File: config.mk
export PLATFORM = sky130hd
export DESIGN_NAME = safe_lock_ctrl
export DESIGN_NICKNAME = d
export VERILOG_FILES = /design/src/rtl/safe_lock_pkg.sv /design/src/rtl/safe_lock_ctrl_timer.sv /design/src/rtl/safe_lock_ctrl.sv
export SDC_FILE = /design/constraint.sdc
export NUM_CORES = 1
export LEC_CHECK = 0
export ABC_AREA = 1
export BUFFER_PORTS_ARGS = -buffer_cell sky130_fd_sc_hd__buf_2
export CAP_MARGIN = 20
export CORE_ASPECT_RATIO = 0.7
export CORE_MARGIN = 5
export CORE_UTILIZATION = 35
export DETAILED_ROUTE_END_ITERATION = 8
export PLACE_DENSITY_LB_ADDON = 0.05
export SLEW_MARGIN = 20
export SYNTH_ARGS = -nofsm -noshare
export SYNTH_HDL_FRONTEND = slang
export SYNTH_HIERARCHICAL = 1
export SYNTH_SLANG_ARGS = --single-unit
export TNS_END_PERCENT = 10
File: constraint.sdc
create_clock -name clk -period 4.15 [get_ports clk]
set_input_delay 0.2075 -clock clk [delete_from_list [all_inputs] [get_ports clk]]
set_output_delay 0.2075 -clock clk [all_outputs]
set_load 0.02 [all_outputs]
File: src/rtl/safe_lock_pkg.sv
`default_nettype none
// ============================================================================
// Module   : safe_lock_pkg
// Purpose  : Shared state type, verdict encoding and defaults for the safe
//            lock controller.
// Revision : 1.0 - initial release
// ============================================================================
package safe_lock_pkg;

    typedef enum logic [2:0] {
        ST_IDLE     = 3'd0,
        ST_SEND     = 3'd1,
        ST_GAP      = 3'd2,
        ST_WAIT_RES = 3'd3,
        ST_OPEN     = 3'd4,
        ST_FAIL     = 3'd5,
        ST_LOCKOUT  = 3'd6
    } lock_state_t;

    localparam int   DEFAULT_CODE_W = 4;
    localparam logic VERDICT_OK     = 1'b1;
    localparam logic VERDICT_BAD    = 1'b0;

    function automatic int max3(input int a, input int b, input int c);
        int m;
        m = (a > b) ? a : b;
        return (m > c) ? m : c;
    endfunction

endpackage
`default_nettype wire

File: src/rtl/safe_lock_ctrl_timer.sv
`default_nettype none
// ============================================================================
// Module   : lock_timer
// Purpose  : Loadable down-counter; done while the count sits at zero.
// Revision : 1.0 - initial release
// ============================================================================
module lock_timer #(
    parameter int WIDTH = 7
) (
    input  logic             clk,
    input  logic             rst,
    input  logic             load,
    input  logic [WIDTH-1:0] load_val,
    output logic             done
);
    logic [WIDTH-1:0] r_count;

    always_ff @(posedge clk) begin
        if (rst) begin
            r_count <= '0;
        end else if (load) begin
            r_count <= load_val;
        end else if (r_count != '0) begin
            r_count <= r_count - WIDTH'(1);
        end
    end

    assign done = (r_count == '0);

endmodule
`default_nettype wire

File: src/rtl/safe_lock_ctrl.sv
`default_nettype none
// ============================================================================
// Module   : safe_lock_ctrl
// Purpose  : Serialises keypad codes into the unlock FSM, collects its verdict,
//            drives the bolt and enforces lockout after repeated failures.
// Revision : 1.0 - initial release
// ============================================================================
module safe_lock_ctrl
    import safe_lock_pkg::*;
#(
    parameter int CODE_W         = DEFAULT_CODE_W,
    parameter int MAX_FAILS      = 3,
    parameter int OPEN_CYCLES    = 16,
    parameter int LOCKOUT_CYCLES = 64,
    parameter int RESP_TIMEOUT   = 8
) (
    input  logic                             clk,
    input  logic                             rst,
    input  logic                             code_valid,
    input  logic [CODE_W-1:0]                code_data,
    output logic                             code_ready,
    output logic                             ser_val,
    output logic                             ser_data,
    input  logic                             ser_ready,
    input  logic                             output_val,
    input  logic                             output_data,
    output logic                             unlocked,
    output logic                             lockout,
    output logic                             fail_pulse,
    output logic [$clog2(MAX_FAILS+1)-1:0]   fail_count
);
    localparam int c_tmr_w = $clog2(max3(OPEN_CYCLES, LOCKOUT_CYCLES, RESP_TIMEOUT) + 1);
    localparam int c_fc_w  = $clog2(MAX_FAILS + 1);
    localparam int c_bc_w  = $clog2(CODE_W + 1);
    localparam logic [c_fc_w-1:0] c_fail_max = c_fc_w'(MAX_FAILS);
    localparam logic [c_bc_w-1:0] c_last_bit = c_bc_w'(CODE_W - 1);

    lock_state_t         r_state;
    lock_state_t         w_next;
    lock_state_t         w_verdict_next;
    logic [CODE_W-1:0]   r_shift;
    logic [CODE_W-1:0]   w_shift_next;
    logic [c_bc_w-1:0]   r_bit_cnt;
    logic [c_fc_w-1:0]   w_fail_count_next;
    logic                w_xfer;
    logic                w_last_bit;
    logic                w_accept;
    logic                w_tmr_load;
    logic                w_tmr_done;
    logic [c_tmr_w-1:0]  w_tmr_val;
    logic                w_code_ready_next;
    logic                w_ser_val_next;
    logic                w_ser_data_next;
    logic                w_unlocked_next;
    logic                w_lockout_next;
    logic                w_fail_pulse_next;

    assign w_accept       = (r_state == ST_IDLE) && code_valid && code_ready;
    assign w_xfer         = (r_state == ST_SEND) && ser_ready;
    assign w_last_bit     = (r_bit_cnt == c_last_bit);
    assign w_verdict_next = (output_data == VERDICT_BAD) ? ST_FAIL : ST_OPEN;

    // One timer serves WAIT_RES, OPEN and LOCKOUT; it is reloaded on every
    // state change so each timed state starts from its own full period.
    lock_timer #(
        .WIDTH    (c_tmr_w)
    ) u_timer (
        .clk      (clk),
        .rst      (rst),
        .load     (w_tmr_load),
        .load_val (w_tmr_val),
        .done     (w_tmr_done)
    );

    always_ff @(posedge clk) begin
        if (rst) begin
            r_state    <= ST_IDLE;
            r_shift    <= '0;
            r_bit_cnt  <= '0;
            code_ready <= 1'b0;
            ser_val    <= 1'b0;
            ser_data   <= 1'b0;
            unlocked   <= 1'b0;
            lockout    <= 1'b0;
            fail_pulse <= 1'b0;
            fail_count <= '0;
        end else begin
            r_state <= w_next;
            r_shift <= w_shift_next;
            if (r_state == ST_IDLE) begin
                r_bit_cnt <= '0;
            end else if (w_xfer) begin
                r_bit_cnt <= r_bit_cnt + c_bc_w'(1);
            end
            code_ready <= w_code_ready_next;
            ser_val    <= w_ser_val_next;
            ser_data   <= w_ser_data_next;
            unlocked   <= w_unlocked_next;
            lockout    <= w_lockout_next;
            fail_pulse <= w_fail_pulse_next;
            fail_count <= w_fail_count_next;
        end
    end

    // A verdict seen while sending or waiting wins over any bit transfer.
    always_comb begin
        w_next = r_state;
        unique case (r_state)
            ST_IDLE: begin
                if (w_accept) w_next = ST_SEND;
            end
            ST_SEND: begin
                if (output_val)     w_next = w_verdict_next;
                else if (ser_ready) w_next = w_last_bit ? ST_WAIT_RES : ST_GAP;
            end
            ST_GAP: begin
                w_next = output_val ? w_verdict_next : ST_SEND;
            end
            ST_WAIT_RES: begin
                if (output_val)      w_next = w_verdict_next;
                else if (w_tmr_done) w_next = ST_FAIL;
            end
            ST_OPEN: begin
                if (w_tmr_done) w_next = ST_IDLE;
            end
            ST_FAIL: begin
                w_next = (fail_count == c_fail_max) ? ST_LOCKOUT : ST_IDLE;
            end
            ST_LOCKOUT: begin
                if (w_tmr_done) w_next = ST_IDLE;
            end
            default: w_next = ST_IDLE;
        endcase
    end

    always_comb begin
        w_shift_next = r_shift;
        if (w_accept) begin
            w_shift_next = code_data;
        end else if (w_xfer) begin
            w_shift_next = r_shift << 1;
        end

        w_fail_count_next = fail_count;
        if (w_next == ST_FAIL) begin
            if (fail_count != c_fail_max) w_fail_count_next = fail_count + c_fc_w'(1);
        end else if ((w_next == ST_OPEN && r_state != ST_OPEN) ||
                     (r_state == ST_LOCKOUT && w_next == ST_IDLE)) begin
            w_fail_count_next = '0;
        end

        // Loaded with period-1 so the state lasts exactly the full period.
        w_tmr_load = (w_next != r_state);
        case (w_next)
            ST_WAIT_RES: w_tmr_val = c_tmr_w'(RESP_TIMEOUT - 1);
            ST_OPEN:     w_tmr_val = c_tmr_w'(OPEN_CYCLES - 1);
            ST_LOCKOUT:  w_tmr_val = c_tmr_w'(LOCKOUT_CYCLES - 1);
            default:     w_tmr_val = '0;
        endcase

        w_code_ready_next = (w_next == ST_IDLE);
        w_ser_val_next    = (w_next == ST_SEND);
        w_ser_data_next   = (w_next == ST_SEND) ? w_shift_next[CODE_W-1] : 1'b0;
        w_unlocked_next   = (w_next == ST_OPEN);
        w_lockout_next    = (w_next == ST_LOCKOUT);
        w_fail_pulse_next = (w_next == ST_FAIL);
    end

endmodule
`default_nettype wire

# After elaboration in Yosys (flattened, before gate mapping)
# Cells that the tools add are included.
# word_totals
regBits,25
inputBits,10
output_inout_bits,8
elab_cells,69
# op_classes
n_addsub,3
eq_ne,17
mux,19
bitwise,1
reduce_logical,17
# ops
operator,n
two-way mux 3 bit,8
"== test 3 bit, second input constant",6
one-hot mux 3 bit (6 select lines),1
one-hot mux 6 bit (3 select lines),1
two-way mux 7 bit,2
"== test 3 x 2 -> 1 bit, second input constant",4
two-way mux 4 bit,2
logical NOT 7 bit,1
nonzero test 7 bit,1
"subtractor 7 x 1 -> 7 bit, second input constant",1
"== test 3 x 1 -> 1 bit, second input constant",2
logical NOT 3 bit,2
two-way mux 2 bit,3
nonzero test 2 bit,3
OR reduction 2 bit,3
logical AND 1 bit,5
"adder 3 x 1 -> 3 bit, second input constant",1
!= test 3 bit,1
"!= test 3 bit, second input constant",1
"adder 2 x 1 -> 2 bit, second input constant",1
"== test 2 bit, second input constant",1
two-way mux 1 bit,2
"!= test 2 x 1 -> 1 bit, second input constant",1
"!= test 2 bit, second input constant",1
3 further kinds,3

# Longest topological paths before layout
# Gate-level depths: netlist of the first run.
# logic_depth
ltp_word,10
ltp_mapped,15
mapped_depth_nobuf,15

# Cells and area by module
# Netlist of the first run, hierarchy kept.
# modules_own_cells
mod,n_inst,cells_per_inst,area_each_um2,seq_area_each_um2
safe_lock_ctrl,1,144,1072.3,360.3
lock_timer,1,67,530.5,140.1

# Least setup slack after synthesis of the first run
# Ideal clock, no wire load.
# synth_timing
path_kind,register -> register
from,register u_timer.r_count[0]
to,register u_timer.r_count[6]
setup_time_ns,0.113
arrival_time_ns,2.138
required_time_ns,4.037
slack_ns,1.899
stages_incl_launch_ff,16
path_buffers,1
synth_period_minus_slack_ns,2.251
cell_sequence,dfxtp_1 inv_1 ha_1 nand2_8 nor2_8 nor2_1 nor2_1 nor2_2 nand3_2 xor2_1 o2111ai_1 buf_12 nor3_4 nor2_1 o21ai_1 inv_1
# synth_between
elab_chain_len,6
elab_cells_between_ends,11
cone_classes,add/sub (1); eq/ne (1); mux (6); reduce/logical (3)
# synth_rtl
element,line,rtl
"start, declared",safe_lock_ctrl_timer.sv:16,logic [WIDTH-1:0] r_count;
"start signal, assigned",safe_lock_ctrl_timer.sv:22,r_count <= load_val;
"start signal, assigned",safe_lock_ctrl_timer.sv:24,r_count <= r_count - WIDTH'(1);
logical NOT 7 bit *,safe_lock_ctrl_timer.sv:28,assign done = (r_count == '0);
via w_tmr_done,safe_lock_ctrl.sv:49,logic w_tmr_done;
two-way mux 3 bit,safe_lock_ctrl.sv:121,else if (w_tmr_done) w_next = ST_FAIL;
two-way mux 3 bit,safe_lock_ctrl.sv:120,if (output_val) w_next = w_verdict_next;
one-hot mux 3 bit (6 select lines) *,safe_lock_ctrl.sv:108,unique case (r_state)
!= test 3 bit *,safe_lock_ctrl.sv:153,w_tmr_load = (w_next != r_state);
via w_tmr_load,safe_lock_ctrl.sv:48,logic w_tmr_load;
two-way mux 7 bit / nonzero test 2 bit (equally long branches),n/a,
# The timed path passes the listed nets; every way through them passes the cells marked *. The select of a mux whose other input is x is not followed.
# A chain may end at the register's enable or synchronous reset.

# Final worst setup path of the first run
# Ends and elaborated chain as after synthesis.

==> qor.yml, run 1 <==
ys_types: 35
power-per-cell-area_nw_per_um2: 560
grt_max_degree: 17
max_slew.worst_pin.slew_ns: 0.965
setup_viol: 0
p_leak_nw: 0.797
finalNetCount: 243
wl_per_cell_um: 11.6
cts.sink_count: 25
ant_nets: 0
first_pass_iters: 6
clk_latency_ns: 0.27
die_w_um: 90.9
yosysSeqAreaShare_pct: 31.2
portBuffers: 17
ys_ff_latch: 25
maxCapViolCount: 0
layout_commonest_cell: "nand2_1"
first_global_vias: 1216
cts_resized: 0
synth_nets: 226
layout_common_cells: "nand2_1 (50), inv_1 (25), dfxtp_1 (25), nor2_1 (20), buf_2 (17)"
area_growth_syn_to_layout_pct: 9.13
rows: 20
endpoint: "u_timer/r_count[6]"
cp.buffers_inverters: 3
grt-ovfl-total: 0
clock-root-buffer: "clkbuf_8"
post-route-period-util_pct: 69.0
dieHeight_um: 66.6
relSlewSlack_pct: 35.6
place_ws_ns: 1.26
status: "finished, final reports clean"
grt_pass1_wl_mm: 5.77
total_power_w: 0.000979
ir_drop_mv: 0.280
drcViolationCount: 0
clock_path_buffers: 2
hold_buffers: 0
initial_core_util_pct: 36.6
path_cells: "inv_1, ha_1, nand2_8, nor2_8, nor2_1, nand2_1, nand2_1, nand2_1, nand2_4, o2111ai_1, inv_1, o21ai_0, nor2_1, o21ai_1, inv_1"
cp-start-kind: "register"
crit_family: "compound AO/OA/AOI/OAI gates"
rrSetupSlack_ns: 1.28
cts_tree: "built"
internal_power_w: 0.000538
arrival_ns: 3.04
cpPeakStageDelay_ns: 0.78
swShare_pct: 45.1
post_cts_buffers: 0
hold_violations: 0
pwr-share-comb_pct: 51.1
multiInputGateArea_um2: 931
fin_skew_ns: 0.00327
power_frac_seq_pct: 33.0
n_antenna_cell: 0
viasPerCell: 4.49
path_depth: 15
clkPwrFrac_pct: 15.9
seq_area_um2: 500
io_pins: 18
yosys_warnings: 6
startpoint: "u_timer/r_count[0]"
worstSetupPathType: "reg2reg"
via_count: 1267
reg2reg_depth: 15
synth_area_um2: 1600
synth_area_leaders: "dfxtp_1 (31%), nand2_1 (12%), inv_1 (5.9%), nor2_4 (4.9%), nor2_1 (4.7%)"
setup_slack_ns: 1.28
worst_path_max_delay_cell: "o2111ai_1"
slew_violations: 0
antenna_found_initial: 0
synthCells: 211
cts-buffers-inserted: 3
min_path_type: "in2reg"
crit_required_ns: 4.33
fin_crit_ns: 2.87
final.setup.tns_ns: 0
core-area_um2: 4380
r2r_end: "u_timer/r_count[6]"
grtUsageTotal_pct: 11.9
drt-total-wl_mm: 3.28
drt_iter0_markers: 76
place_hpwl_mm: 2.62
dieArea_um2: 6050
synth_top_area_share_pct: 31.2
clk_pin_slew_ns: 0.10
rsz0062_at_grt: "false"
fill_cells: 466
gp_congestion: 0.816
end_kind: "register"
crit_fanout: 11
rr_startpoint: "u_timer/r_count[0]"
fmax_mhz: 349
syn_area_per_cell_um2: 7.60
drive_gt1_share_pct: 26.4
p_sw_w: 0.000441
synth.largest_area_cell: "dfxtp_1"
cts_max_level: 1
-- how the worst min path moves through the flow --
stage	startpoint	endpoint	slack (ns)	depth (start not counted)
floorplan	rst	u_timer/r_count[0]	0.27	1
global route	code_data[0]	r_shift[0]	0.19	3
finish	code_data[0]	r_shift[0]	0.19	3
CTS	code_data[0]	r_shift[0]	0.18	3
global placement	r_shift[0]	r_shift[0]	0.45	2
detailed placement	r_shift[0]	r_shift[0]	0.46	2
-- worst reg2reg max path, stage by stage (launching register included) --
cell       delay [ns]
dfxtp_1          0.34
inv_1            0.14
ha_1             0.28
nand2_8          0.09
nor2_8           0.14
nor2_1           0.05
nand2_1          0.12
nand2_1          0.07
nand2_1          0.09
nand2_4          0.09
o2111ai_1        0.78
inv_1            0.20
o21ai_0          0.20
nor2_1           0.07
o21ai_1          0.08
inv_1            0.04
-- registers in the layout (all words and copies together) (netlist names) --
register and cells:
r_state 3, fail_count 2, r_shift 4, fail_pulse 1, ser_data 1, lockout 1
code_ready 1, ser_val 1, u_timer/r_count 7, r_bit_cnt 3, unlocked 1
-- metrics by stage --
| stage | utilization, % | hold WS (ns) | cell area [um2] | cells |
|---|---|---|---|---|
| final | 39.9 | 0.187 | 1750 | 282 |
| after detailed placement | 38.8 | 0.463 | 1700 | 278 |
| after floorplan | - | 0.270 | 1600 | 211 |
| after global placement | 38.8 | 0.451 | 1700 | 278 |
| after global routing | 39.9 | 0.186 | 1750 | 282 |
| after CTS | 39.9 | 0.176 | 1750 | 282 |
-- final cells by class --
type	instances	area share, %
Inverter	30	6.51
Clock buffer	3	2.36
Tap cell	55	3.93
Clock inverter	1	0.501
Multi-Input combinational cell	151	53.2
Timing Repair Buffer	17	4.86
Sequential cell	25	28.6
-- cells in the mapped netlist (all sizes together) --
master,number
o21bai,1
nand2,60
nor2,33
xor2,5
dfxtp,25
nor3,6
buf,5
o2111ai,1
nand3,15
o21ai,8
a21oi,10
inv,29
clkinv,1
conb,1
ha,5
nand4,3
a31oi,2
xnor2,1
-- logic make-up (layout without fill, tap and decap cells) --
family	after synthesis	count (layout)	share of synthesized area, %
AO/OA/AOI/OAI	22	22	7.88
AND/OR/NAND/NOR	117	117	41.8
flip-flops	25	25	31.2
other	1	1	0.234
XOR/XNOR	6	6	4.22
adder cells (fa/ha/maj)	5	5	3.90
buffers and inverters	35	51	10.7
-- power groups by stage --
stage	Combinational, W	Sequential (W)	Clock (W)
2_1_floorplan	0.000442	0.000321	0
3_3_place_gp	0.000505	0.000328	0
3_5_place_dp	0.000502	0.000328	0
4_1_cts	0.000505	0.000323	0.000166
5_1_grt	0.000564	0.000329	0.000174
6_report	0.000500	0.000323	0.000155
-- per-layer routing --
layer	track usage [%]	share of wire (%)	vias to the layer above
li1	-	-	695
met1	18.7	59	548
met2	15.6	36	22
met3	3.27	3.5	2
met4	2.20	0.58	0
met5	0	0	-
Power figures use the tool's default switching activity.
==> run 2: changes to the inputs <==
==> constraint.sdc (replaced) <==
create_clock -name clk -period 2.61 [get_ports clk]
set_input_delay 0.1305 -clock clk [delete_from_list [all_inputs] [get_ports clk]]
set_output_delay 0.1305 -clock clk [all_outputs]
set_load 0.02 [all_outputs]
==> run 2 against run 1 <==
Against the previous run: clock power is 64% higher; hold slack worse by 0.10 ns; register-to-register slack worse by 1.0 ns; design area is 0.86% higher; via count is 1.8% higher; cell count is 0.71% higher; clock skew is 0.00078 ns higher; sequential power is 59% higher; sequential cell count stayed put; sequential share of layout area is 0.24 points lower; core utilization is 0.34 points higher; largest power group unchanged.
==> qor.yml, run 2 (synthesis gave the netlist of run 1 again) <==
gp_congestion: 0.858  # +5.3%
wl_per_cell_um: 11.7  # +0.23%
drt_iter0_markers: 50  # -34%
largest-register: "u_timer/r_count"
viasPerCell: 4.54  # +1.1%
cts-buffers-inserted: 3  # unchanged
fin_skew_ns: 0.00405  # +0.000779 ns
fin_crit_ns: 2.37  # -0.493 ns
ir_drop_mv: 0.507  # +81%
slew_violations: 0  # unchanged
status: "finished, final reports clean"
hold_violations: 0  # unchanged
initial_core_util_pct: 36.6  # unchanged
hold_slack_ns: 0.0860  # -0.101 ns
die_w_um: 90.9  # unchanged
multiInputGateArea_um2: 931  # unchanged
ant_nets: 0  # unchanged
dieHeight_um: 66.6  # unchanged
reg_top3: "u_timer/r_count (7), r_shift (4)"
p_leak_nw: 0.808  # +1.3%
utilization_pct: 40.3  # +0.34 points
seq_area_um2: 500  # unchanged
finalNetCount: 245  # +0.82%
cts.sink_count: 25  # unchanged
first_pass_iters: 4  # -2
drive_gt1_share_pct: 27.1  # +0.64 points
cts_tree: "built"
io_pins: 18  # unchanged
worstHoldPathCells: 3  # unchanged
layout_common_cells: "nand2_1 (50), inv_1 (25), dfxtp_1 (25), nor2_1 (20), buf_2 (17)"
reg2reg_depth: 15  # unchanged
rows: 20  # unchanged
maxCapViolCount: 0  # unchanged
end_kind: "register"
setup_viol: 0  # unchanged
final.setup.tns_ns: 0  # unchanged
fill_cells: 444  # -4.7%
clk_latency_ns: 0.28  # about the same
total_power_w: 0.00158  # +61%
cts_max_level: 1  # unchanged
fmax_mhz: 421  # +21%
grt_max_degree: 17  # unchanged
clk_pin_slew_ns: 0.10  # about the same
rsz0062_at_grt: "false"
largest_reg_flops: 7  # unchanged
crit_fanout: 10  # -1
portBuffers: 17  # unchanged
place_hpwl_mm: 2.67  # +1.8%
antenna_found_initial: 0  # unchanged
crit_top_cell: "nor2_1"
arrival_ns: 2.56  # -0.48 ns
cp-start-kind: "register"
core-area_um2: 4380  # unchanged
worstSetupPathType: "reg2reg"
grtUsageTotal_pct: 12.1  # +0.23 points
drt-total-wl_mm: 3.31  # +0.95%
hold_buffers: 0  # unchanged
n_antenna_cell: 0  # unchanged
cts_resized: 0  # unchanged
path_cells: "inv_1, ha_1, nand2_8, nor2_8, nor2_1, nor2_1, nor2_2, nand3_2, xor2_1, o2111ai_1, buf_4, nor3_4, nor2_1, o21ai_1, inv_1"
grt-ovfl-total: 0  # unchanged
area_growth_syn_to_layout_pct: 10.1
min_path_type: "in2reg"
clock_path_buffers: 2  # unchanged
drcViolationCount: 0  # unchanged
dieArea_um2: 6050  # unchanged
clock-root-buffer: "clkbuf_8"
via_count: 1290  # +1.8%
post-route-period-util_pct: 90.9  # +22 points
power-per-cell-area_nw_per_um2: 894  # +60%
cpPeakStageDelay_ns: 0.34  # -0.44 ns
first_global_vias: 1262  # +3.8%
layout_commonest_cell: "nand2_1"
worst_path_max_delay_cell: "dfxtp_1"
crit_required_ns: 2.80  # -1.53 ns
grt_pass1_wl_mm: 5.87  # +1.7%
post_cts_buffers: 0  # unchanged
-- run 2: stage by stage --
step | instances | cell area (um2) | setup slack, ns
finish | 284 | 1760 | 0.237
global route | 284 | 1760 | 0.0567
CTS | 284 | 1760 | 0.211
detailed placement | 280 | 1710 | 0.252
global placement | 280 | 1710 | 0.301
floorplan | 211 | 1600 | 0.359
-- run 2: critical path: cells and delay by family, from the launching register on --
family / cells / cell delay (ns)
AOI/OAI and AO/OA: 2 / 0.23
xor gates and xnor gates: 1 / 0.16
adders and majority gates: 1 / 0.27
buffers and inverters: 3 / 0.40
DFF: 1 / 0.34
and+or+nand+nor: 8 / 0.87
-- run 2: worst paths after layout --
kind | endpoint | slack [ns] | from
worst max register to register | u_timer/r_count[6] | 0.24 | u_timer/r_count[0]
worst min register to register | r_shift[0] | 0.47 | r_shift[0]
worst min-delay path | r_shift[0] | 0.09 | code_data[0]
worst max-delay path | u_timer/r_count[6] | 0.24 | u_timer/r_count[0]
-- run 2: final cells by class --
class	instances	area share (%)
Clock inverter	1	0.496
Multi-Input combinational cell	151	52.8
Clock buffer	3	2.34
Timing Repair Buffer	19	5.67
Tap cell	55	3.90
Sequential cell	25	28.4
Inverter	30	6.45
-- run 2: where the power goes --
part | internal (W) | switching (W) | leakage [nW]
clock | 0.000112 | 0.000141 | 0.0261
combinational | 0.000307 | 0.000504 | 0.578
sequential | 0.000446 | 0.0000658 | 0.204
-- run 2: layer usage --
metal | share of wire [%] | GRT usage, % | vias up
met5 | 0 | 0 | -
met4 | 0.91 | 2.93 | 0
met3 | 4.7 | 3.39 | 4
met2 | 38 | 17.0 | 24
met1 | 56 | 17.9 | 570
li1 | - | - | 692
